==> src/rtl/matvec_loader.sv <==
// matvec_loader: parses a {vdim, hdim} header, loads hdim vector bytes into SRAM, then forwards vdim*hdim matrix bytes to matmul.
// Ports: clk/rst; s_* upstream byte stream; m_* matrix stream; vdim/hdim job dimensions; mm_rst matmul reset;
//        vec_sram_* vector SRAM write port; sram_own SRAM ownership; busy/done/err status;
//        job_count (only with MATVEC_LOADER_STATS_EN) counts completed jobs.
module matvec_loader #(
  parameter int MAX_DIM = 16,
  parameter int SRAM_ADDR_WIDTH = 10
) (
  input  logic                       clk,
  input  logic                       rst,
  input  logic [7:0]                 s_data,
  input  logic                       s_valid,
  output logic                       s_ready,
  output logic [7:0]                 m_data,
  output logic                       m_valid,
  input  logic                       m_ready,
  output logic [7:0]                 vdim,
  output logic [7:0]                 hdim,
  output logic                       mm_rst,
  output logic                       vec_sram_we,
  output logic [SRAM_ADDR_WIDTH-1:0] vec_sram_addr,
  output logic [7:0]                 vec_sram_din,
  output logic                       sram_own,
  output logic                       busy,
  output logic                       done,
  output logic                       err
`ifdef MATVEC_LOADER_STATS_EN
  ,
  output logic [15:0]                job_count
`endif
);
  typedef enum logic [2:0] {HDR_V, HDR_H, LOAD_VEC, ARM, STREAM, DONE} state_t;
  state_t state_q, state_d;
  logic [7:0] vdim_q, vdim_d, hdim_q, hdim_d, col_q, col_d, row_q, row_d, din_q, din_d;
  logic [SRAM_ADDR_WIDTH-1:0] addr_q, addr_d;
  logic we_q, we_d, err_q, err_d, xfer, col_last, bad;
  assign s_ready = (state_q == STREAM) ? m_ready : (state_q == HDR_V || state_q == HDR_H || state_q == LOAD_VEC);
  assign xfer = s_valid && s_ready;
  assign col_last = col_q == hdim_q - 8'd1;
  assign bad = vdim_q == 8'd0 || s_data == 8'd0 || int'(s_data) > MAX_DIM;
  assign m_data = s_data;
  assign m_valid = state_q == STREAM && s_valid;
  assign mm_rst = state_q != STREAM;
  assign sram_own = state_q != STREAM;
  assign busy = state_q != HDR_V;
  assign done = state_q == DONE;
  assign vdim = vdim_q;
  assign hdim = hdim_q;
  assign vec_sram_we = we_q;
  assign vec_sram_addr = addr_q;
  assign vec_sram_din = din_q;
  assign err = err_q;
  always_comb begin
    state_d = state_q;
    vdim_d = vdim_q;
    hdim_d = hdim_q;
    col_d = col_q;
    row_d = row_q;
    we_d = 1'b0;
    addr_d = addr_q;
    din_d = din_q;
    err_d = err_q;
    case (state_q)
      HDR_V: if (xfer) begin
        vdim_d = s_data;
        state_d = HDR_H;
      end
      HDR_H: if (xfer) begin
        hdim_d = s_data;
        err_d = err_q | bad;
        state_d = bad ? HDR_V : LOAD_VEC;
      end
      LOAD_VEC: if (xfer) begin
        we_d = 1'b1;
        addr_d = SRAM_ADDR_WIDTH'(col_q);
        din_d = s_data;
        col_d = col_last ? 8'd0 : col_q + 8'd1;
        state_d = col_last ? ARM : LOAD_VEC;
      end
      ARM: state_d = STREAM;
      STREAM: if (xfer) begin
        col_d = col_last ? 8'd0 : col_q + 8'd1;
        row_d = col_last ? ((row_q == vdim_q - 8'd1) ? 8'd0 : row_q + 8'd1) : row_q;
        state_d = (col_last && row_q == vdim_q - 8'd1) ? DONE : STREAM;
      end
      default: state_d = HDR_V;
    endcase
  end
  always_ff @(posedge clk) begin
    if (rst) begin
      state_q <= HDR_V;
      vdim_q <= '0;
      hdim_q <= '0;
      col_q <= '0;
      row_q <= '0;
      we_q <= 1'b0;
      addr_q <= '0;
      din_q <= '0;
      err_q <= 1'b0;
    end else begin
      state_q <= state_d;
      vdim_q <= vdim_d;
      hdim_q <= hdim_d;
      col_q <= col_d;
      row_q <= row_d;
      we_q <= we_d;
      addr_q <= addr_d;
      din_q <= din_d;
      err_q <= err_d;
    end
  end
`ifdef MATVEC_LOADER_STATS_EN
  logic [15:0] job_count_q, job_count_d;
  assign job_count_d = (state_q == DONE) ? job_count_q + 16'd1 : job_count_q;
  assign job_count = job_count_q;
  always_ff @(posedge clk) job_count_q <= rst ? 16'd0 : job_count_d;
`endif
endmodule
==> config.mk <==
export PLATFORM = sky130hd
export DESIGN_NAME = matvec_loader
export DESIGN_NICKNAME = d
export VERILOG_FILES = /design/src/rtl/matvec_loader.sv
export SDC_FILE = /design/constraint.sdc
export NUM_CORES = 1
export LEC_CHECK = 0
export ABC_CLOCK_PERIOD_IN_PS = 4000
export BUFFER_PORTS_ARGS = -buffer_cell sky130_fd_sc_hd__buf_2
export CELL_PAD_IN_SITES_DETAIL_PLACEMENT = 0
export CELL_PAD_IN_SITES_GLOBAL_PLACEMENT = 2
export CORE_MARGIN = 1.5
export CORE_UTILIZATION = 35
export CTS_BUF_LIST = sky130_fd_sc_hd__clkbuf_2 sky130_fd_sc_hd__clkbuf_4 sky130_fd_sc_hd__clkbuf_8
export DETAILED_ROUTE_END_ITERATION = 8
export HOLD_SLACK_MARGIN = 0.02
export PLACE_DENSITY = 0.94
export SLEW_MARGIN = 20
export SYNTH_ARGS = -nofsm -noshare
export SYNTH_HDL_FRONTEND = slang
export SYNTH_SLANG_ARGS = --single-unit
==> constraint.sdc <==
create_clock -name clk -period 4 [get_ports clk]
set_input_delay 1 -clock clk [delete_from_list [all_inputs] [get_ports clk]]
set_output_delay 1 -clock clk [all_outputs]
set_load 0.1 [all_outputs]
==> impl_metrics.yaml <==
synth:
  synth-xor-area-share_pct: 8.39
  synth_seq_cells: 53
  synth-edff-count: 0
  postSynthCellCount: 356
  synth_top_family_by_area: "simple AND/OR/NAND/NOR gates"
  synth.area.mux_share_pct: 1.11
  synth.distinct_cells: 54
  ys.flop_type: "dfxtp_1"
  postSynthAreaPerCell_um2: 7.91
  synthArstFlopShare_pct: 0
  synth-simple-area-share_pct: 28.4
  synth_compound_area_share_pct: 15.6
  yosys.area_share.adder_pct: 2.22
  yosysSeqAreaShare_pct: 37.7
  ys_warn_count: 0
  synth_area_um2: 2820
run_status:
  status: "completed"
critical_path:
  critPathMaxStageDelay_ps: 430
  end_kind: "output pin"
  worstPathArrival_ps: 1970
  path_class: "in2out"
  required_ps: 3000
  start_kind: "primary input"
  crit_top_cell: "buf_2"
  crit_slowest_cell: "buf_2"
  crit_chain: "buf_2 -> nor2b_1 -> and2_1 -> buf_2"
  cp_max_fo: 5
clock_tree:
  cts_buffers: 5
  cts_max_level: 2
  cts.clk_slew.worst_paths_ps: 100
  post-cts-setup-buffers: 0
  cts_root_buffer: "clkbuf_8"
  cts_tree: "done"
  post_cts_resized: 0
  cts_buffer_depth: 2
  cts_sinks: 53
  clk_latency_ps: 300
  ctsHoldBuffers: 0
placed_design:
  place_ws_ps: 1030
  placed_cell_area_um2: 3080
  io_buffers: 59
  place.gp.congestion: 0.785
  placed_cells: 490
  dp.final_hpwl_um: 5170
sta:
  min_period_over_period_pct: 74.3
  max_freq_mhz: 337
  setup_viol: 0
  relSlewSlack_pct: 36.6
  fin_skew_ps: 7.41
  setup_tns_ps: 0
  worstMarginPinSlew_ps: 943
  hold_viol_final: 0
  slew_violations: 0
  rsz0062_at_grt: "false"
  min_period_ps: 2970
  timing.final.ws_setup_ps: 1030
global_routing:
  first_global_vias: 2300
  antenna_found_initial: 0
  grt_pass1_wl_um: 11700
  grt-ovfl-total: 0
  grt.total_usage_pct: 16.8
  grt_max_degree: 49
floorplanning:
  die_h_um: 92.7
  placementRows: 32
  die_area_um2: 8600
  core-area_um2: 7770
  start_util_pct: 36.3
  ioPinCount: 62
  die_x_um: 92.7
pwr:
  switching_share_pct: 34.6
  power.share.clock_pct: 28.1
  pwr-share-comb_pct: 21.5
  power.density_nw_per_um2: 349
  p_leak_nw: 1.28
  peakVddDrop_uv: 175
  p_sw_w: 0.000383
  p_seq_share_pct: 50.4
  intPower_w: 0.000725
finish:
  nets: 412
  area_growth_pct: 12.7
  finish.instance_area_um2: 3180
  antenna_cells: 0
  fin_util_pct: 40.9
  fin_cells: 498
  multi_input_area_um2: 1580
  seq_area_um2: 1060
  drive_gt1_share_pct: 19.7
  fill_cells: 854
route:
  first_pass_iters: 6
  dr.first_iter.drc_count: 106
  viasPerCell: 5.05
  drc_errors: 0
  vias: 2516
  wl_um: 7060
  ant_nets: 0
  routedWlPerCell_um: 14.2
hold_path:
  hp-class: "reg2reg"
run:
  cap_violations: 0
==> Yosys cell counts, types with 2 or more instances <==
| master | number | share of area (%) |
|---|---|---|
| buf_4 | 12 | 3.2 |
| xnor2_1 | 13 | 4.0 |
| nand2b_1 | 5 | 1.1 |
| inv_1 | 6 | 0.80 |
| nor3_1 | 7 | 1.2 |
| nor2_1 | 15 | 2.0 |
| and3_2 | 2 | 0.53 |
| and3_1 | 3 | 0.67 |
| buf_2 | 2 | 0.36 |
| o31ai_1 | 4 | 1.1 |
| o21ai_0 | 7 | 1.2 |
| mux2i_1 | 2 | 0.71 |
| a22oi_1 | 5 | 1.3 |
| nor3_2 | 2 | 0.71 |
| nor3b_1 | 6 | 1.6 |
| nand3_1 | 10 | 1.8 |
| and2_1 | 3 | 0.67 |
| nor2b_1 | 4 | 0.89 |
| and3b_1 | 2 | 0.62 |
| nand4_1 | 6 | 1.3 |
| nand3b_1 | 3 | 0.80 |
| xor2_1 | 14 | 4.4 |
| nand2_1 | 80 | 11 |
| a21oi_1 | 41 | 7.3 |
| and4_1 | 2 | 0.62 |
| clkbuf_1 | 13 | 1.7 |
| nor4_1 | 3 | 0.67 |
| a21boi_0 | 2 | 0.53 |
| ha_1 | 5 | 2.2 |
| dfxtp_1 | 53 | 38 |
==> layout make-up <==
cell class              count  share of cell area, %
flip-flops and latches     53                   33.4
clock inverters             2                  0.473
well taps                 102                   4.02
multi-input cells         270                   49.7
repair buffers             59                   9.30
inverters                   6                  0.709
clock buffers               6                   2.40
==> cell families (layout without fill, tap and decap cells) <==
kind of cell / count (synthesis) / count (layout)
fa+ha+maj: 5 / 5
simple gates: 162 / 162
xor+xnor: 27 / 27
compound gates: 71 / 71
buf+inv: 34 / 73
flops: 53 / 53
mux: 3 / 3
other cells: 1 / 2
==> power groups by stage <==
| stage | clock (W) | combinational (W) | sequential [W] |
|---|---|---|---|
| finish | 0.000311 | 0.000238 | 0.000559 |
| CTS | 0.000321 | 0.000239 | 0.000559 |
| global route | 0.000343 | 0.000255 | 0.000561 |
| global placement | 0 | 0.000237 | 0.000571 |
| floorplan | 0 | 0.000144 | 0.000627 |
| detailed placement | 0 | 0.000239 | 0.000571 |
==> worst paths after layout <==
path,startpoint,endpoint,slack (ps),cells past startpoint
max reg2reg,vdim[0]$_SDFFE_PP0P_,row_q[6]$_SDFFE_PP0P_,1370,9
max,s_valid,m_valid,1030,4
min,vec_sram_din[5]$_SDFFE_PP0P_,vec_sram_din[5]$_SDFFE_PP0P_,460,2
min reg2reg,vec_sram_din[5]$_SDFFE_PP0P_,vec_sram_din[5]$_SDFFE_PP0P_,460,2
==> stage by stage <==
| step | hold WS, ps | power (W) |
|---|---|---|
| after floorplan | 468 | 0.000770 |
| after global placement | 441 | 0.000807 |
| after detailed placement | 445 | 0.000809 |
| after CTS | 462 | 0.00112 |
| after global routing | 482 | 0.00116 |
| final | 459 | 0.00111 |
==> sequential cells by signal, indices dropped and copies added, names as in the netlist <==
| signal | count |
|---|---|
| col_q | 8 |
| err | 1 |
| hdim | 8 |
| row_q | 8 |
| state_q | 3 |
| vdim | 8 |
| vec_sram_addr | 8 |
| vec_sram_din | 8 |
| vec_sram_we | 1 |
==> worst max-delay path, delay by kind of cell <==
kind                   cells  cell delay [ps]
buffers and inverters      2              550
AND/OR/NAND/NOR            2              430
==> routing by layer <==
layer  track usage, %  vias to the layer above  routed length [um]
met5                0                        -                   0
met4             3.41                        0                  48
met3             3.28                        4                 383
met2             25.2                       64                3090
met1             24.9                     1158                3540
li1                 -                     1290                   -
==> cells in the final DEF, fill, tap and decap left out, types with 3 or more instances in the layout <==
master    instances
nand3_1          10
nand2_1          80
a21oi_1          41
nor3b_1           6
clkbuf_8          5
ha_1              5
o31ai_1           4
dfxtp_1          53
xor2_1           14
and2_1            3
nand3b_1          3
nor4_1            3
xnor2_1          13
inv_1             6
a22oi_1           5
nand2b_1          5
nor2_1           15
nand4_1           6
and3_1            3
buf_2            59
o21ai_0           7
nor2b_1           4
nor3_1            7
Power figures use the tool's default switching activity.
